## config.mk

```make
export PLATFORM = sky130hd
export DESIGN_NAME = seq_gen
export DESIGN_NICKNAME = d
export VERILOG_FILES = /design/src/rtl/seq_pkg.sv /design/src/rtl/seq_gen_tick_gen.sv /design/src/rtl/seq_gen.sv
export SDC_FILE = /design/constraint.sdc
export NUM_CORES = 1
export LEC_CHECK = 0
export ABC_AREA = 1
export BUFFER_PORTS_ARGS = -buffer_cell sky130_fd_sc_hd__buf_2
export CORE_ASPECT_RATIO = 1.25
export CORE_MARGIN = 8
export CORE_UTILIZATION = 34
export DETAILED_ROUTE_END_ITERATION = 10
export GPL_ROUTABILITY_DRIVEN = 0
export PLACE_DENSITY = 0.63
export SLEW_MARGIN = 20
export SYNTH_ARGS = -nofsm -noshare
export SYNTH_HDL_FRONTEND = slang
export SYNTH_SLANG_ARGS = --single-unit
```

## constraint.sdc

```tcl
create_clock -name clk -period 2 [get_ports clk]
set_input_delay 0.3 -clock clk [delete_from_list [all_inputs] [get_ports clk]]
set_output_delay 0.3 -clock clk [all_outputs]
set_load 0.005 [all_outputs]
```

## src/rtl/seq_pkg.sv

```systemverilog
// Shared constants for the sequence generator / detector path.
package seq_pkg;

    typedef enum logic {
        ST_IDLE = 1'b0,
        ST_RUN  = 1'b1
    } state_t;

    localparam logic [15:0] SEQ_INIT_DEF = 16'b0000_1101_1001_0101;

    // Pattern the downstream detector searches for; its bench uses this constant too.
    localparam logic [4:0]  DET_TARGET   = 5'b10110;

endpackage

```

## src/rtl/seq_gen_tick_gen.sv

```systemverilog
// Bit-period divider: tick is high in the last of every CLK_DIV enabled cycles.
module tick_gen
    import seq_pkg::*;
#(
    parameter int CLK_DIV = 25_000_000
) (
    input  logic clk,
    input  logic rst_n,
    input  logic clear,
    input  logic enable,
    output logic tick
);

    localparam int            CW = (CLK_DIV > 1) ? $clog2(CLK_DIV) : 1;
    localparam logic [CW-1:0] TC = CW'(CLK_DIV - 1);

    logic [CW-1:0] cnt;

    assign tick = enable && (cnt == TC);

    // Wrapping at terminal count restarts the period for the next bit.
    always_ff @(posedge clk or negedge rst_n) begin
        if (!rst_n) begin
            cnt <= '0;
        end else if (clear) begin
            cnt <= '0;
        end else if (enable) begin
            cnt <= tick ? '0 : cnt + 1'b1;
        end
    end

endmodule

```

## src/rtl/seq_gen.sv

```systemverilog
// Serial pattern source: shifts the stored pattern out MSB-first, one bit per CLK_DIV clocks.
module seq_gen
    import seq_pkg::*;
#(
    parameter int                 SEQ_LEN  = 16,
    parameter logic [SEQ_LEN-1:0] SEQ_INIT = SEQ_INIT_DEF,
    parameter int                 CLK_DIV  = 25_000_000
) (
    input  logic                       clk,
    input  logic                       rst_n,
    input  logic                       start,
    input  logic                       stop,
    input  logic                       load,
    input  logic [SEQ_LEN-1:0]         load_data,
    input  logic                       loop_en,
    output logic                       seq_bit,
    output logic                       bit_valid,
    output logic [$clog2(SEQ_LEN)-1:0] bit_idx,
    output logic                       busy,
    output logic                       done
);

    localparam int            IW   = $clog2(SEQ_LEN);
    localparam logic [IW-1:0] LAST = IW'(SEQ_LEN - 1);

    state_t             state, state_nx;
    logic [SEQ_LEN-1:0] pattern, pattern_nx;
    logic               seq_bit_nx, bit_valid_nx, busy_nx, done_nx;
    logic [IW-1:0]      bit_idx_nx;
    logic               tick, tick_clear, tick_en;

    assign tick_clear = (state == ST_IDLE) || stop;
    assign tick_en    = (state == ST_RUN);

    tick_gen #(
        .CLK_DIV (CLK_DIV)
    ) u_tick (
        .clk    (clk),
        .rst_n  (rst_n),
        .clear  (tick_clear),
        .enable (tick_en),
        .tick   (tick)
    );

    always_ff @(posedge clk or negedge rst_n) begin
        if (!rst_n) begin
            state     <= ST_IDLE;
            pattern   <= SEQ_INIT;
            seq_bit   <= 1'b0;
            bit_valid <= 1'b0;
            bit_idx   <= '0;
            busy      <= 1'b0;
            done      <= 1'b0;
        end else begin
            state     <= state_nx;
            pattern   <= pattern_nx;
            seq_bit   <= seq_bit_nx;
            bit_valid <= bit_valid_nx;
            bit_idx   <= bit_idx_nx;
            busy      <= busy_nx;
            done      <= done_nx;
        end
    end

    always_comb begin
        state_nx     = state;
        pattern_nx   = pattern;
        seq_bit_nx   = seq_bit;
        bit_valid_nx = 1'b0;
        bit_idx_nx   = bit_idx;
        busy_nx      = busy;
        done_nx      = 1'b0;

        case (state)
            ST_IDLE: begin
                seq_bit_nx = 1'b0;
                busy_nx    = 1'b0;
                bit_idx_nx = '0;
                if (load) begin
                    pattern_nx = load_data;
                end
                // A load in the same cycle as start supplies the first bit.
                if (start && !stop) begin
                    state_nx     = ST_RUN;
                    seq_bit_nx   = pattern_nx[SEQ_LEN-1];
                    bit_valid_nx = 1'b1;
                    busy_nx      = 1'b1;
                end
            end

            ST_RUN: begin
                if (stop) begin
                    state_nx   = ST_IDLE;
                    seq_bit_nx = 1'b0;
                    busy_nx    = 1'b0;
                    bit_idx_nx = '0;
                end else if (tick) begin
                    if (bit_idx == LAST) begin
                        done_nx = 1'b1;
                        if (loop_en) begin
                            bit_idx_nx   = '0;
                            seq_bit_nx   = pattern[SEQ_LEN-1];
                            bit_valid_nx = 1'b1;
                        end else begin
                            state_nx   = ST_IDLE;
                            seq_bit_nx = 1'b0;
                            busy_nx    = 1'b0;
                            bit_idx_nx = '0;
                        end
                    end else begin
                        bit_idx_nx   = bit_idx + 1'b1;
                        seq_bit_nx   = pattern[LAST - bit_idx_nx];
                        bit_valid_nx = 1'b1;
                    end
                end
            end

            default: begin
                state_nx = ST_IDLE;
            end
        endcase
    end

endmodule

```

== Word level (Yosys, flattened, before mapping) ==
Index checks and enable logic that the tools add are counted.
Word-level totals
  register bits: 50
  bits of input ports: 22
  output and inout bits: 8
  word-level logic and storage cells: 60
Cells by class
  $add $sub $neg: 3
  order comparisons: 1
  equality and inequality tests: 5
  multiplexer cells: 34
  bitwise gates (word level): 1
  reduce and logical (&&, ||, !) cells: 7
Operators by type and width (number)
  $mux 25: 3
  $add 25x1->25 const B: 1
  $eq 25x25->1 const B: 1
  $mux 1: 21
  $mux 16: 1
  $mux 4: 3
  $pmux 1 s2: 4
  $pmux 4 s2: 1
  $ne 3x2->1 const B: 2
  $lt 4x5->1 const B: 1
  $add 4x1->4 const B: 1
  $bmux 1 s4: 1
  $eq 4x4->1 const B: 1
  $sub 4x4->4 const A: 1
  $ne 3x3->1 const B: 1
  $reduce_and 3->1: 1
  $logic_and 1x1->1: 2
  $reduce_and 2->1: 1
  $reduce_bool 2->1: 1
  $logic_not 1->1: 1
  $logic_or 1x1->1: 1
  $not 1->1: 1

== Depth between registers and ports, before layout ==
Gate-level depths: netlist of run 1.
  depth in word-level cells: 8
  depth in mapped cells: 10
  gate-level depth less buffers: 10

== Modules after synthesis ==
From an unflattened synthesis of run 1, not the netlist that was laid out.
Second synthesis, totals
  cell total of the unflattened synthesis: 396
  area total of the unflattened synthesis: 2865.2 µm²
Modules (own cells, without submodules)
  tick_gen: instances 1, cells an instance 240, area an instance 1631.6 µm², sequential area each 625.6 µm²
  seq_gen: instances 1, cells an instance 156, area an instance 1233.7 µm², sequential area each 634.4 µm²

== Worst setup path after synthesis of run 1 ==
No wires, ideal clock.
  kind: register to register
  from: register u_tick.cnt[0]
  to: register state
  library setup time: 0.130 ns
  data arrival time: 1.388 ns
  required time: 1.870 ns
  setup slack: 0.482 ns
  cell stages (with the launch flop): 10
  path buffers: 1
  clock period less this slack: 1.518 ns
  cell sequence: dfrtp_1 -> ha_1 -> nand2_2 -> nor2_4 -> nand2_2 -> nor2_4 -> nand2_4 -> nand2_4 -> buf_6 -> nand3_2
On the way
  longest elaborated chain between the ends: 5
RTL lines
  start: declaration: line seq_gen_tick_gen.sv:17  | logic [CW-1:0] cnt;
  start signal: assignment: line seq_gen_tick_gen.sv:28  | cnt <= tick ? '0 : cnt + 1'b1;
  $eq 25x25->1: line seq_gen_tick_gen.sv:19  | assign tick = enable && (cnt == TC);
  $logic_and 1x1->1: line seq_gen_tick_gen.sv:19
  $mux 1: line seq_gen.sv:97  | end else if (tick) begin
  $mux 1: line seq_gen.sv:92  | if (stop) begin
  $pmux 1 s2: line seq_gen.sv:74  | case (state)
  named net state_nx: line seq_gen.sv:26  | state_t state, state_nx;
  end signal: assignment: line seq_gen.sv:55  | state <= state_nx;
  end: declaration: line seq_gen.sv:26
The timed path passes the listed nets, and every way through them passes these cells.
A chain may end at the register's enable or synchronous reset.

== Worst setup path in the final report of run 1 ==
  from: register u_tick.cnt[0]
  to: register busy
On the way
  longest elaborated chain between the ends: 4
RTL lines
  $eq 25x25->1: line seq_gen_tick_gen.sv:19
  $logic_and 1x1->1: line seq_gen_tick_gen.sv:19
  $ne 3x2->1 (no source line)
  $reduce_and 3->1 (no source line)
  end signal: assignment: line seq_gen.sv:60  | busy <= busy_nx;
  end: declaration: line seq_gen.sv:19  | output logic busy,
No other way between the ends.

==> impl_summary.md, run 1 <==
Outcome
The run finished with clean final reports.

Die
The initial cell density of the core is between 30% and 40%. In this run the horizontal extent of the chip is 97.17 µm. The die is 117.5 µm tall. The area enclosed by the die boundary is 11,410 µm². The boundary pin count is 30. The row count is 37. The core region is roughly 8000 µm².

Pwr
Dividing total power by cell area gives a power density of 694.5 nW/µm². For this design the static power due to leakage is about 1.5 nW. The total power consumption of the routed design is 2.212 mW. VDD sags by at most 409.7 µV.

Synth
The area of the mapped netlist is about 2800 µm². The most frequent cell after synthesis is sky130_fd_sc_hd__nand2_1. Summing the sequential cell areas from Yosys gives approximately 45% of the chip area. The commonest cells after synthesis are sky130_fd_sc_hd__nand2_1, sky130_fd_sc_hd__nor2_1, sky130_fd_sc_hd__inv_1. The count of warnings emitted by yosys is 0.

The fraction of synthesized cell area taken by the top area cell type is around two fifths. Counting flops with an async set or reset pin after synthesis yields a share of 100.0%. The synthesized net count is just under 400. The post-synthesis instance total is ~370.

Yosys mapped a number of flops with a built-in enable equal to 0. In the post-synthesis netlist, the biggest area contributors are sky130_fd_sc_hd__dfrtp_1, sky130_fd_sc_hd__nand2_1, sky130_fd_sc_hd__nand3_1, sky130_fd_sc_hd__nor2_1, sky130_fd_sc_hd__inv_1. The average footprint of a synthesized cell is 7.672 µm². The leading area contributor after synthesis is sky130_fd_sc_hd__dfrtp_1.

The netlist uses 32 different library cells. The most used flip-flop cell after synthesis is sky130_fd_sc_hd__dfrtp_1. The number of synthesized register bits is 50.

Worst setup path
Grouping stages by cell kind, the critical path spends the most delay in simple AND/OR/NAND/NOR gates. Along the worst path, the maximum fanout reaches 14. The highest-delay cell along the critical path is sky130_fd_sc_hd__dfrtp_1.

The data arrival time at the worst-slack endpoint is about 1900 ps. The endpoint required time on the critical path is about 2200 ps. Traced cell by cell, the critical path runs through ha_1 > nand2_2 > nor2_4 > nand2_2 > nor2_4 > nand2_4 > nand2_4 > nand2_1 > nand2_1 > nand2_1.

The most prevalent standard cell on the critical path is sky130_fd_sc_hd__nand2_1. The type of the setup path with the least slack is register to register. The type of destination of the critical path is a register. The critical path contains buffers and inverters numbering 0 combined.

The category of the worst setup path launch point is a register. For this run, the slowest stage of the critical path takes about 380 ps.

Placement
The pre-CTS setup slack is between 200 and 300 ps. The placed instances occupy a cell area of a little over 3000 µm². The placed wire-length estimate is just over 5000 µm. Buffers placed on the I/O ports in this run total 29. The number of cells in the design after placement is ~490.

STA
The setup slack of the critical path after layout is roughly 300 ps. The setup-violating endpoint count in the final report is 0. The total count of max-transition violations in the final report was 0. Static timing analysis puts the maximum clock frequency at between 500 and 600 MHz. The final critical-path required period is around 1700 ps. The total negative slack is 0 ps. The tightest slew margin relative to the limit is a little over three fifths. For the pin with the worst max-slew slack, the measured transition is 555.8 ps. Setup repair after global routing left no endpoint under its margin. The smallest hold slack is 204.4 ps. The final worst clock skew is around 17 ps. The number of failing hold endpoints at the final stage is 0.

The share of the clock period used by the worst path after layout is about 85%.

GRT
The first global-routing pass estimated between 10,000 and 15,000 µm of wire. The initial antenna violation count is 0. Entering global routing, the biggest net connects 30 pins. The number of global-route vias before repair is about 2,300. For this run the aggregate overflow at the end of global routing stands at 0. Global routing used around an eighth of the available tracks across all layers.

Clocking
The number of sinks driven by the clock tree is 50. The number of buffers created by CTS is 5. The number of gates resized after CTS is 0. In this run the deepest clock path goes through 2 buffers. After clock tree synthesis, the clock-pin slew on the worst setup and hold paths is about 110 ps. The deepest level of the CTS H-tree is 2. The clock tree from TritonCTS is yes. The later-pin clock latency in the skew report is 320 ps. The buffer cell driving the clock tree root is sky130_fd_sc_hd__clkbuf_8.

Route
After detailed routing, the number of remaining DRC violations is 0. The final wirelength is about 6800 µm. The first-pass iteration count of the detailed router is 4. The detailed router finished its first iteration with approximately 110 violations. The routed layout has approximately 2,400 vias. The average via count per standard cell is a little under 5. After detailed routing, the average wire length per cell comes to roughly 14 µm.

The antenna violation net count after detailed routing is 0.

Hold path
The path class of the lowest-slack min-delay path is input pin to register.

Layout
The final cell count without fillers is 500. Summing all non-filler instances in the final layout gives an area of between 3000 and 4000 µm². The final-stage net count is between 400 and 500. The number of antenna diodes in the final layout is 0. Compared with the post-synthesis result, the final layout area differs by 13.76%. The fraction of final layout cells with drive strength greater than 1 is between 10% and 20%.

Cells fill between 30% and 40% of the core in the end.

Run
Across the run, the number of max-cap violations was 0.
sequential cells by signal, summed over array words and instances (netlist names):
name,cells
u_tick.cnt,25
busy,1
bit_valid,1
pattern,16
seq_bit,1
bit_idx,4
state,1
done,1
report_power, final:
part,internal (mW),switching [mW]
combinational,0.146,0.255
sequential,1.15,0.0428
clock,0.247,0.367
layer usage:
metal	up-vias	track usage [%]	routed length (µm)
met1	1096	13.95	3046
met2	59	19.51	3271
li1	1241	-	-
met3	12	2.408	252
met4	0	5.111	187
met5	-	0	0
timing repair:
action,in CTS,in global routing
buffers inserted,0,0
hold buffers,1,0
hold endpoints to repair,19,0
layout make-up:
cell class                      instances  area (µm²)
Fill cell                             848        4916
Multi-Input combinational cell        258        1318
Sequential cell                        50        1260
Inverter                               53       198.9
Timing Repair Buffer                   34       197.7
Tap cell                               97       121.4
Clock buffer                            5       68.82
Clock inverter                          3       21.27
placed cells by master, fill, tap and decap left out, types with 2 or more instances in the layout:
master                     count
sky130_fd_sc_hd__mux2_2        2
sky130_fd_sc_hd__nand4_1       6
sky130_fd_sc_hd__inv_2         2
sky130_fd_sc_hd__dfrtp_1      43
sky130_fd_sc_hd__a21oi_1      21
sky130_fd_sc_hd__dfstp_2       7
sky130_fd_sc_hd__xor2_1        9
sky130_fd_sc_hd__xnor2_1       2
sky130_fd_sc_hd__nand2_4       2
sky130_fd_sc_hd__nand2_2       3
sky130_fd_sc_hd__inv_1        51
sky130_fd_sc_hd__nor2_1       56
sky130_fd_sc_hd__buf_4         3
sky130_fd_sc_hd__nor3_1       12
sky130_fd_sc_hd__nor3_2        3
sky130_fd_sc_hd__clkbuf_8      5
sky130_fd_sc_hd__buf_2        29
sky130_fd_sc_hd__nand3_1      42
sky130_fd_sc_hd__nand3_2       2
sky130_fd_sc_hd__nand2_1      71
sky130_fd_sc_hd__o21ai_0      11
sky130_fd_sc_hd__ha_1          2
sky130_fd_sc_hd__nor2_4        5
path summary, 6_finish.rpt:
kind | from | to | slack [ps] | cells past startpoint
min in group asynchronous | rst_n | pattern[15]$_DFFE_PN0N_ | 490 | 2
max in group asynchronous | rst_n | pattern[2]$_DFFE_PN1P_ | 870 | 3
min | load_data[11] | pattern[11]$_DFFE_PN1P_ | 200 | 3
max | u_tick.cnt[0]$_DFFE_PN0P_ | busy$_DFFE_PN0P_ | 300 | 10
min reg2reg | u_tick.cnt[0]$_DFFE_PN0P_ | u_tick.cnt[0]$_DFFE_PN0P_ | 470 | 1
max reg2reg | u_tick.cnt[0]$_DFFE_PN0P_ | busy$_DFFE_PN0P_ | 300 | 10
worst reg2reg max path, cell delays in order, from the launching register on:
cell and delay [ps]:
sky130_fd_sc_hd__dfrtp_1 380, sky130_fd_sc_hd__ha_1 240, sky130_fd_sc_hd__nand2_2 90, sky130_fd_sc_hd__nor2_4 180, sky130_fd_sc_hd__nand2_2 110, sky130_fd_sc_hd__nor2_4 190
sky130_fd_sc_hd__nand2_4 90, sky130_fd_sc_hd__nand2_4 160, sky130_fd_sc_hd__nand2_1 70, sky130_fd_sc_hd__nand2_1 60, sky130_fd_sc_hd__nand2_1 40
cell families after synthesis:
kind of cell / share of synthesized area, %
simple gates: 34.50
buf+inv: 7.953
flops: 45.00
compound gates: 7.418
xor+xnor: 3.441
mux: 0.8042
fa+ha+maj: 0.8935
No activity file was read; power rests on OpenSTA's default activity.
==> run 2, diff against run 1 <==
- CTS_BUF_LIST: default -> sky130_fd_sc_hd__clkbuf_8
- SKIP_CTS_REPAIR_TIMING: default -> 1
- clock period: 2 -> 1.68 ns (I/O delays scaled with it)
==> run 2 against run 1 <==
Final area rose by 3.1%. Critical path depth fell by 1. Clock power up 18%. Critical path type unchanged. Largest power group unchanged.
==> impl_summary.md, run 2 (synthesis gave the netlist of run 1 again) <==
Outcome
Outcome: finished clean (unchanged).

Clocking
The later-pin clock latency in the skew report is 310 ps (was 320 ps). The number of sinks driven by the clock tree is 50 (unchanged). The deepest level of the CTS H-tree is 2 (unchanged). The number of buffers created by CTS came to 5 (unchanged).

The register clock-pin slew on the reported worst setup and hold paths is 100 ps (was 110 ps). The buffer cell driving the clock tree root was sky130_fd_sc_hd__clkbuf_8 (unchanged). The clock tree from TritonCTS is yes (unchanged). The largest buffer count on any clock path is 2 (unchanged).

Layout
The most frequent standard cell in the layout excluding fill and tap cells is sky130_fd_sc_hd__nand2_1 (unchanged). Most frequent cells in the layout: sky130_fd_sc_hd__nand2_1, sky130_fd_sc_hd__nor2_1, sky130_fd_sc_hd__inv_1 (unchanged). Regs by FF count: u_tick.cnt: 25 flops, pattern: 16 flops, bit_idx: 4 flops (unchanged). The area of all sequential standard cells is 1260 µm² (unchanged).

The number of antenna diodes is 0 (unchanged). The fraction of final layout cells with drive strength greater than 1 is 20.19% (was 17.37%). The register with the most flip-flops is u_tick.cnt (unchanged).

The final-stage net count is 434 (was 426). The number of filler instances in the final layout is 848 (unchanged). The multi-input logic area is 1356 µm² (was 1318 µm²). The flip-flop count of the largest register, all copies and words added was 25 (unchanged). The area added between synthesis and finish is 17.29% (was 13.76%).

Worst setup path
The highest fanout seen on the critical path is 10 (was 14). The type of the setup path with the least slack is register to register (unchanged). The data arrival time at the worst-slack endpoint was 1800 ps (was 1920 ps). The type of destination of the critical path was a register (unchanged). The endpoint of the lowest-slack register-to-register path is bit_idx[2]$_DFFE_PN0P_ (was busy$_DFFE_PN0P_). The reg-to-reg startpoint is u_tick.cnt[12]$_DFFE_PN0P_ (was u_tick.cnt[0]$_DFFE_PN0P_). The length in cells of the worst reg-to-reg path is 9 (was 10). The category of the worst setup path launch point is a register (unchanged).

The worst setup slack for register-to-register paths is 70 ps (was 300 ps). The capture point of the worst path is bit_idx[2]$_DFFE_PN0P_ (was busy$_DFFE_PN0P_). The endpoint required time on the critical path was 1870 ps (was 2220 ps). The launching instance or port of the critical path is u_tick.cnt[12]$_DFFE_PN0P_ (was u_tick.cnt[0]$_DFFE_PN0P_).

STA
The tightest slew margin relative to the limit came to 74.14% (was 62.95%). The transition at the pin with the smallest max-transition slack came to 383.9 ps (was 555.8 ps). The setup slack of the critical path after layout was 71.77 ps (was 297.2 ps). The final worst clock skew is 6.831 ps (was 17.05 ps).

The setup-violating endpoint count in the final report came to 0 (unchanged). The share of the clock period used by the worst path after layout came to 95.73% (was 85.14%). Unrepaired setup endpoints after global routing: yes (was no). The fmax is 621.8 MHz (was 587.3 MHz). The total count of max-transition violations in the final report was 0 (unchanged). The number of failing hold endpoints at the final stage is 0 (unchanged). The total negative slack is 0 ps (unchanged).

The final critical-path required period was 1608 ps (was 1703 ps).

Route
The total number of vias is 2,507 (was 2,408). The routed wirelength normalized by instance count is 13.98 µm (was 13.52 µm). The first-pass iteration count of the detailed router is 4 (unchanged). The detailed-route DRC error count is 0 (unchanged).

The starting DRC count in detailed routing is 116 (was 112). The final wirelength is 7103 µm (was 6758 µm). The average via count per standard cell is 4.935 (was 4.816). The antenna violation net count after detailed routing was 0 (unchanged).

Placement
The placed wire-length estimate is 5573 µm (was 5187 µm). The pre-CTS setup slack was 51.78 ps (was 282.4 ps). The count of buffers inserted at the top-level ports is 29 (unchanged).

Die
The initial cell density of the core is 34.56% (unchanged). The total core area is 8102 µm² (unchanged). The vertical extent of the die is 117.5 µm (unchanged). The boundary pin count came to 30 (unchanged). The row count is 37 (unchanged). The x dimension of the die is 97.17 µm (unchanged). The area enclosed by the die boundary was 11,410 µm² (unchanged).

GRT
The final global-route overflow total came to 0 (unchanged). The total global-route track usage is 12.70% (was 11.64%). The first-pass GRT wire length was 12,030 µm (was 11,090 µm). The initial antenna violation count is 0 (unchanged).

The number of global-route vias before repair is 2,479 (was 2,275). The largest net degree at the start of global routing was 19 (was 30).

Pwr
The clock power share is 27.0% (was 27.7%). The maximum vdd drop is 433.5 µV (was 409.7 µV). The sequential group share of total power is 53.4% (was 54.1%). The power dissipated by switching net loads is 0.7997 mW (was 0.6644 mW).

The switching part of the total power is 29.92% (was 30.03%). The power per standard cell area is 813.8 nW/µm² (was 694.5 nW/µm²). The internal power component came to 1.873 mW (was 1.548 mW). The portion of total power attributed to combinational logic is 19.5% (was 18.1%). The leakage power figure is 1.535 nW (was 1.500 nW).

Hold path
The path class of the lowest-slack min-delay path is input pin to register (unchanged).

Run
The number of max-capacitance violations reported is 0 (unchanged).
## run 2: cell types whose count changed in the layout (fill, tap and decap cells not counted), sizes merged
cell  delta
buf      +8
## run 2: routing by layer
| layer | track usage, % | wire length, µm | part of all wire [%] | vias to the layer above |
|---|---|---|---|---|
| met4 | 5.786 | 226 | 3.2 | 0 |
| met1 | 14.72 | 2946 | 41 | 1162 |
| met5 | 0 | 0 | 0 | - |
| met2 | 21.67 | 3549 | 50 | 72 |
| met3 | 2.819 | 380 | 5.3 | 17 |
| li1 | - | - | - | 1256 |
## run 2: layout make-up
class	instances	area share, %
clock buffers	5	2.095
clock inverters	3	0.6476
inverters	53	6.057
well taps	97	3.695
flip-flops and latches	50	38.36
multi-input cells	258	41.30
repair buffers	42	7.848
## run 2: power groups by stage
stage                     registers, mW  clock network [mW]  logic (mW)
after detailed placement           1.45                   0       0.503
final                              1.43               0.723       0.522
after CTS                          1.43               0.752       0.504
after floorplan                    1.44                   0       0.329
after global placement             1.45                   0       0.488
after global routing               1.44               0.806       0.603
## run 2: worst min-delay path by stage
| stage | slack [ps] | endpoint | startpoint | cells after the start |
|---|---|---|---|---|
| final | 170 | pattern[6]$_DFFE_PN0P_ | load_data[6] | 2 |
| after global routing | 160 | pattern[6]$_DFFE_PN0P_ | load_data[6] | 2 |
| after CTS | -190 | pattern[6]$_DFFE_PN0P_ | rst_n | 1 |
| after detailed placement | 160 | pattern[6]$_DFFE_PN0P_ | rst_n | 1 |
| after global placement | 150 | pattern[6]$_DFFE_PN0P_ | rst_n | 1 |
| after floorplan | -40 | bit_idx[0]$_DFFE_PN0P_ | rst_n | 0 |
## run 2: stage by stage
step / utilization (%) / instance area, µm² / instances / total power [mW] / hold WS [ps]
after floorplan: - / 2800 / 365 / 1.768 / -43.59
after global placement: 38.49 / 3118 / 497 / 1.935 / 145.4
after detailed placement: 38.49 / 3118 / 497 / 1.954 / 156.3
after CTS: 39.60 / 3208 / 505 / 2.684 / -186.5
after global routing: 40.54 / 3284 / 508 / 2.853 / 158.9
final: 40.54 / 3284 / 508 / 2.673 / 169.4
## run 2: worst max-delay path, cell delays in order (launching register included)
cell and delay (ps):
sky130_fd_sc_hd__dfrtp_1 390, sky130_fd_sc_hd__nand2_1 120, sky130_fd_sc_hd__inv_1 170, sky130_fd_sc_hd__nand4_2 130
sky130_fd_sc_hd__nor2_4 220, sky130_fd_sc_hd__a21oi_4 90, sky130_fd_sc_hd__buf_12 140, sky130_fd_sc_hd__buf_4 130
sky130_fd_sc_hd__nand2_1 50, sky130_fd_sc_hd__o31ai_1 60
==> run 3, diff against run 2 <==
- BUFFER_PORTS_ARGS: -buffer_cell sky130_fd_sc_hd__buf_2 -> default
- DONT_BUFFER_PORTS: default -> 1
- PLACE_DENSITY: 0.63 -> 0.6
==> run 3 against run 2 <==
Sequential share of layout area up 1.2 points. Non-clock buffer count down 28. Setup slack better by 6.0 ps. Final area down 2.9%. Register-to-register slack about the same. Global-route usage up 0.17 points. Clock-buffer cell count unchanged. Final cell count down 5.5%. Via count down 2.8%.
==> impl_summary.md, run 3 (synthesis gave the netlist of run 1 again) <==
Clocking
The number of sinks driven by the clock tree is 50 (unchanged). The register clock-pin slew on the reported worst setup and hold paths came to 100 ps (about the same). The deepest level of the CTS H-tree is 2 (unchanged). The number of buffers created by CTS came to 5 (unchanged). The largest buffer count on any clock path is 2 (unchanged). The clock tree from TritonCTS is yes (unchanged). The later-pin clock latency in the skew report is 300 ps (was 310 ps). The buffer cell driving the clock tree root is sky130_fd_sc_hd__clkbuf_8 (unchanged).

Worst setup path
The data arrival time at the worst-slack endpoint was 1800 ps (about the same). The endpoint of the lowest-slack register-to-register path was busy$_DFFE_PN0P_ (was bit_idx[2]$_DFFE_PN0P_). The reg-to-reg startpoint is u_tick.cnt[0]$_DFFE_PN0P_ (was u_tick.cnt[12]$_DFFE_PN0P_). The category of the worst setup path launch point is a register (unchanged). The highest fanout seen on the critical path is 14 (was 10). The type of the setup path with the least slack is register to register (unchanged). The most prevalent standard cell on the critical path is sky130_fd_sc_hd__nand2_1 (unchanged). The longest individual stage delay on the worst path is 430 ps (was 390 ps). The highest-delay cell along the critical path is sky130_fd_sc_hd__dfrtp_1 (unchanged).

The endpoint required time on the critical path came to 1880 ps (was 1870 ps). The worst setup slack for register-to-register paths is 80 ps (was 70 ps). The length in cells of the worst reg-to-reg path came to 10 (was 9). Critical path, cell by cell: ha_4 > nand2_2 > nor2_4 > nand2_2 > nor2_4 > nand2_4 > nand2_8 > nand2_1 > nand2_1 > nand2_1 (was nand2_1 > inv_1 > nand4_2 > nor2_4 > a21oi_4 > buf_12 > buf_4 > nand2_1 > o31ai_1). The type of destination of the critical path is a register (unchanged).

Placement
The placed wire-length estimate is 5532 µm (was 5573 µm). The count of buffers inserted at the top-level ports is 0 (was 29). The area after detailed placement came to 2988 µm² (was 3118 µm²).

The pre-CTS setup slack was 14.86 ps (was 51.78 ps).

STA
The share of the clock period used by the worst path after layout was 95.37% (was 95.73%). The setup slack of the critical path after layout is 77.78 ps (was 71.77 ps). The final worst clock skew is 4.856 ps (was 6.831 ps). The transition at the pin with the smallest max-transition slack is 374.1 ps (was 383.9 ps).

The fmax is 624.1 MHz (was 621.8 MHz). The number of failing hold endpoints at the final stage is 0 (unchanged). The setup-violating endpoint count in the final report is 0 (unchanged). The final critical-path required period was 1602 ps (was 1608 ps).

The tightest slew margin relative to the limit is 74.80% (was 74.14%). Unrepaired setup endpoints after global routing: yes (unchanged). The total count of max-transition violations in the final report came to 0 (unchanged).

Die
The initial cell density of the core was 34.56% (unchanged). The area enclosed by the die boundary is 11,410 µm² (unchanged). The total core area is 8102 µm² (unchanged). The row count is 37 (unchanged). The vertical extent of the die is 117.5 µm (unchanged).

The boundary pin count is 30 (unchanged). The x dimension of the die came to 97.17 µm (unchanged).

GRT
The total global-route track usage is 12.88% (was 12.70%). The initial antenna violation count is 0 (unchanged). The final global-route overflow total came to 0 (unchanged). The first-pass GRT wire length is 12,280 µm (was 12,030 µm). The number of global-route vias before repair is 2,519 (was 2,479).

The largest net degree at the start of global routing came to 51 (was 19).

Route
The average via count per standard cell is 5.079 (was 4.935). The routed wirelength normalized by instance count is 14.91 µm (was 13.98 µm). The final wirelength is 7156 µm (was 7103 µm).

The detailed-route DRC error count came to 0 (unchanged). The antenna violation net count after detailed routing is 0 (unchanged). The first-pass iteration count of the detailed router was 4 (unchanged). The starting DRC count in detailed routing was 128 (was 116). The total number of vias is 2,438 (was 2,507).

Hold path
The worst hold endpoint is pattern[8]$_DFFE_PN1P_ (was pattern[6]$_DFFE_PN0P_). The instance count along the most critical hold path is 2 (unchanged). The origin of the worst min-delay path is load_data[8] (was load_data[6]).

The path class of the lowest-slack min-delay path is input pin to register (unchanged).

Layout
The area added between synthesis and finish was 13.94% (was 17.29%). The number of antenna diodes is 0 (unchanged). The flip-flop count of the largest register, all copies and words added came to 25 (unchanged).

The register with the most flip-flops is u_tick.cnt (unchanged). The most frequent standard cell in the layout excluding fill and tap cells is sky130_fd_sc_hd__nand2_1 (unchanged). The area of all sequential standard cells came to 1261 µm² (was 1260 µm²).

Regs by FF count: u_tick.cnt: 25 flops, pattern: 16 flops, bit_idx: 4 flops (unchanged). The multi-input logic area is 1371 µm² (was 1356 µm²). The number of filler instances in the final layout is 838 (was 848).

The post-layout instance area is 3191 µm² (was 3284 µm²). The final-stage net count is 406 (was 434). Most frequent cells in the layout: sky130_fd_sc_hd__nand2_1, sky130_fd_sc_hd__nor2_1, sky130_fd_sc_hd__inv_1 (unchanged).

The fraction of final layout cells with drive strength greater than 1 is 15.14% (was 20.19%).

Run
The number of max-capacitance violations reported is 0 (unchanged).

Pwr
The maximum vdd drop is 539.8 µV (was 433.5 µV). The total power consumption of the routed design is 2.740 mW (was 2.673 mW). The power per standard cell area came to 858.9 nW/µm² (was 813.8 nW/µm²). The leakage power figure is 1.433 nW (was 1.535 nW).

Outcome
Outcome: finished clean (unchanged).
## run 3: cell count changes in the layout (fill, tap and decap cells not counted), sizes merged
cell    change
bufinv      +1
clkinv      -2
inv         +1
buf        -28
## run 3: metrics by stage
| step | utilization (%) | hold slack [ps] | std cells | setup TNS (ps) |
|---|---|---|---|---|
| after floorplan | - | -43.59 | 365 | 0 |
| after global placement | 36.88 | -42.05 | 470 | 0 |
| after detailed placement | 36.88 | -42.07 | 470 | 0 |
| after CTS | 38.24 | -384.5 | 478 | -21.83 |
| after global routing | 39.38 | 70.05 | 480 | -55.89 |
| final | 39.38 | 67.54 | 480 | 0 |
## run 3: worst max-delay path by stage
stage,end,from,slack (ps),depth (start not counted)
finish,busy$_DFFE_PN0P_,u_tick.cnt[0]$_DFFE_PN0P_,80,10
global route,seq_bit$_DFFE_PN0P_,u_tick.cnt[0]$_DFFE_PN0P_,-30,9
CTS,busy$_DFFE_PN0P_,u_tick.cnt[0]$_DFFE_PN0P_,-20,10
detailed placement,busy$_DFFE_PN0P_,u_tick.cnt[0]$_DFFE_PN0P_,10,10
global placement,busy$_DFFE_PN0P_,u_tick.cnt[0]$_DFFE_PN0P_,50,10
floorplan,state$_DFF_PN0_,u_tick.cnt[0]$_DFFE_PN0P_,160,9
## run 3: area by class of cell
class / count / area share (%)
clock inverters: 3 / 1.294
repair buffers: 14 / 4.000
inverters: 53 / 6.235
flip-flops and latches: 50 / 39.53
well taps: 97 / 3.804
clock buffers: 5 / 2.157
multi-input cells: 258 / 42.98
## run 3: per-layer routing
layer | vias up | part of all wire, % | routed length [µm] | global-route usage, %
li1 | 1201 | - | - | -
met3 | 21 | 7.0 | 499 | 3.758
met1 | 1126 | 38 | 2742 | 13.72
met5 | - | 0 | 0 | 0
met4 | 0 | 2.9 | 210 | 5.593
met2 | 90 | 52 | 3704 | 22.86
## run 3: where the power goes
part,internal (mW),leakage (nW),switching [mW]
clock,0.439,0.0556,0.416
combinational,0.159,0.737,0.293
sequential,1.37,0.641,0.0587
## run 3: worst max-delay path: cells and delay by family (launching register included)
kind / cells / cell delay [ps]
fa+ha+maj: 1 / 170
flops: 1 / 430
simple gates: 9 / 900
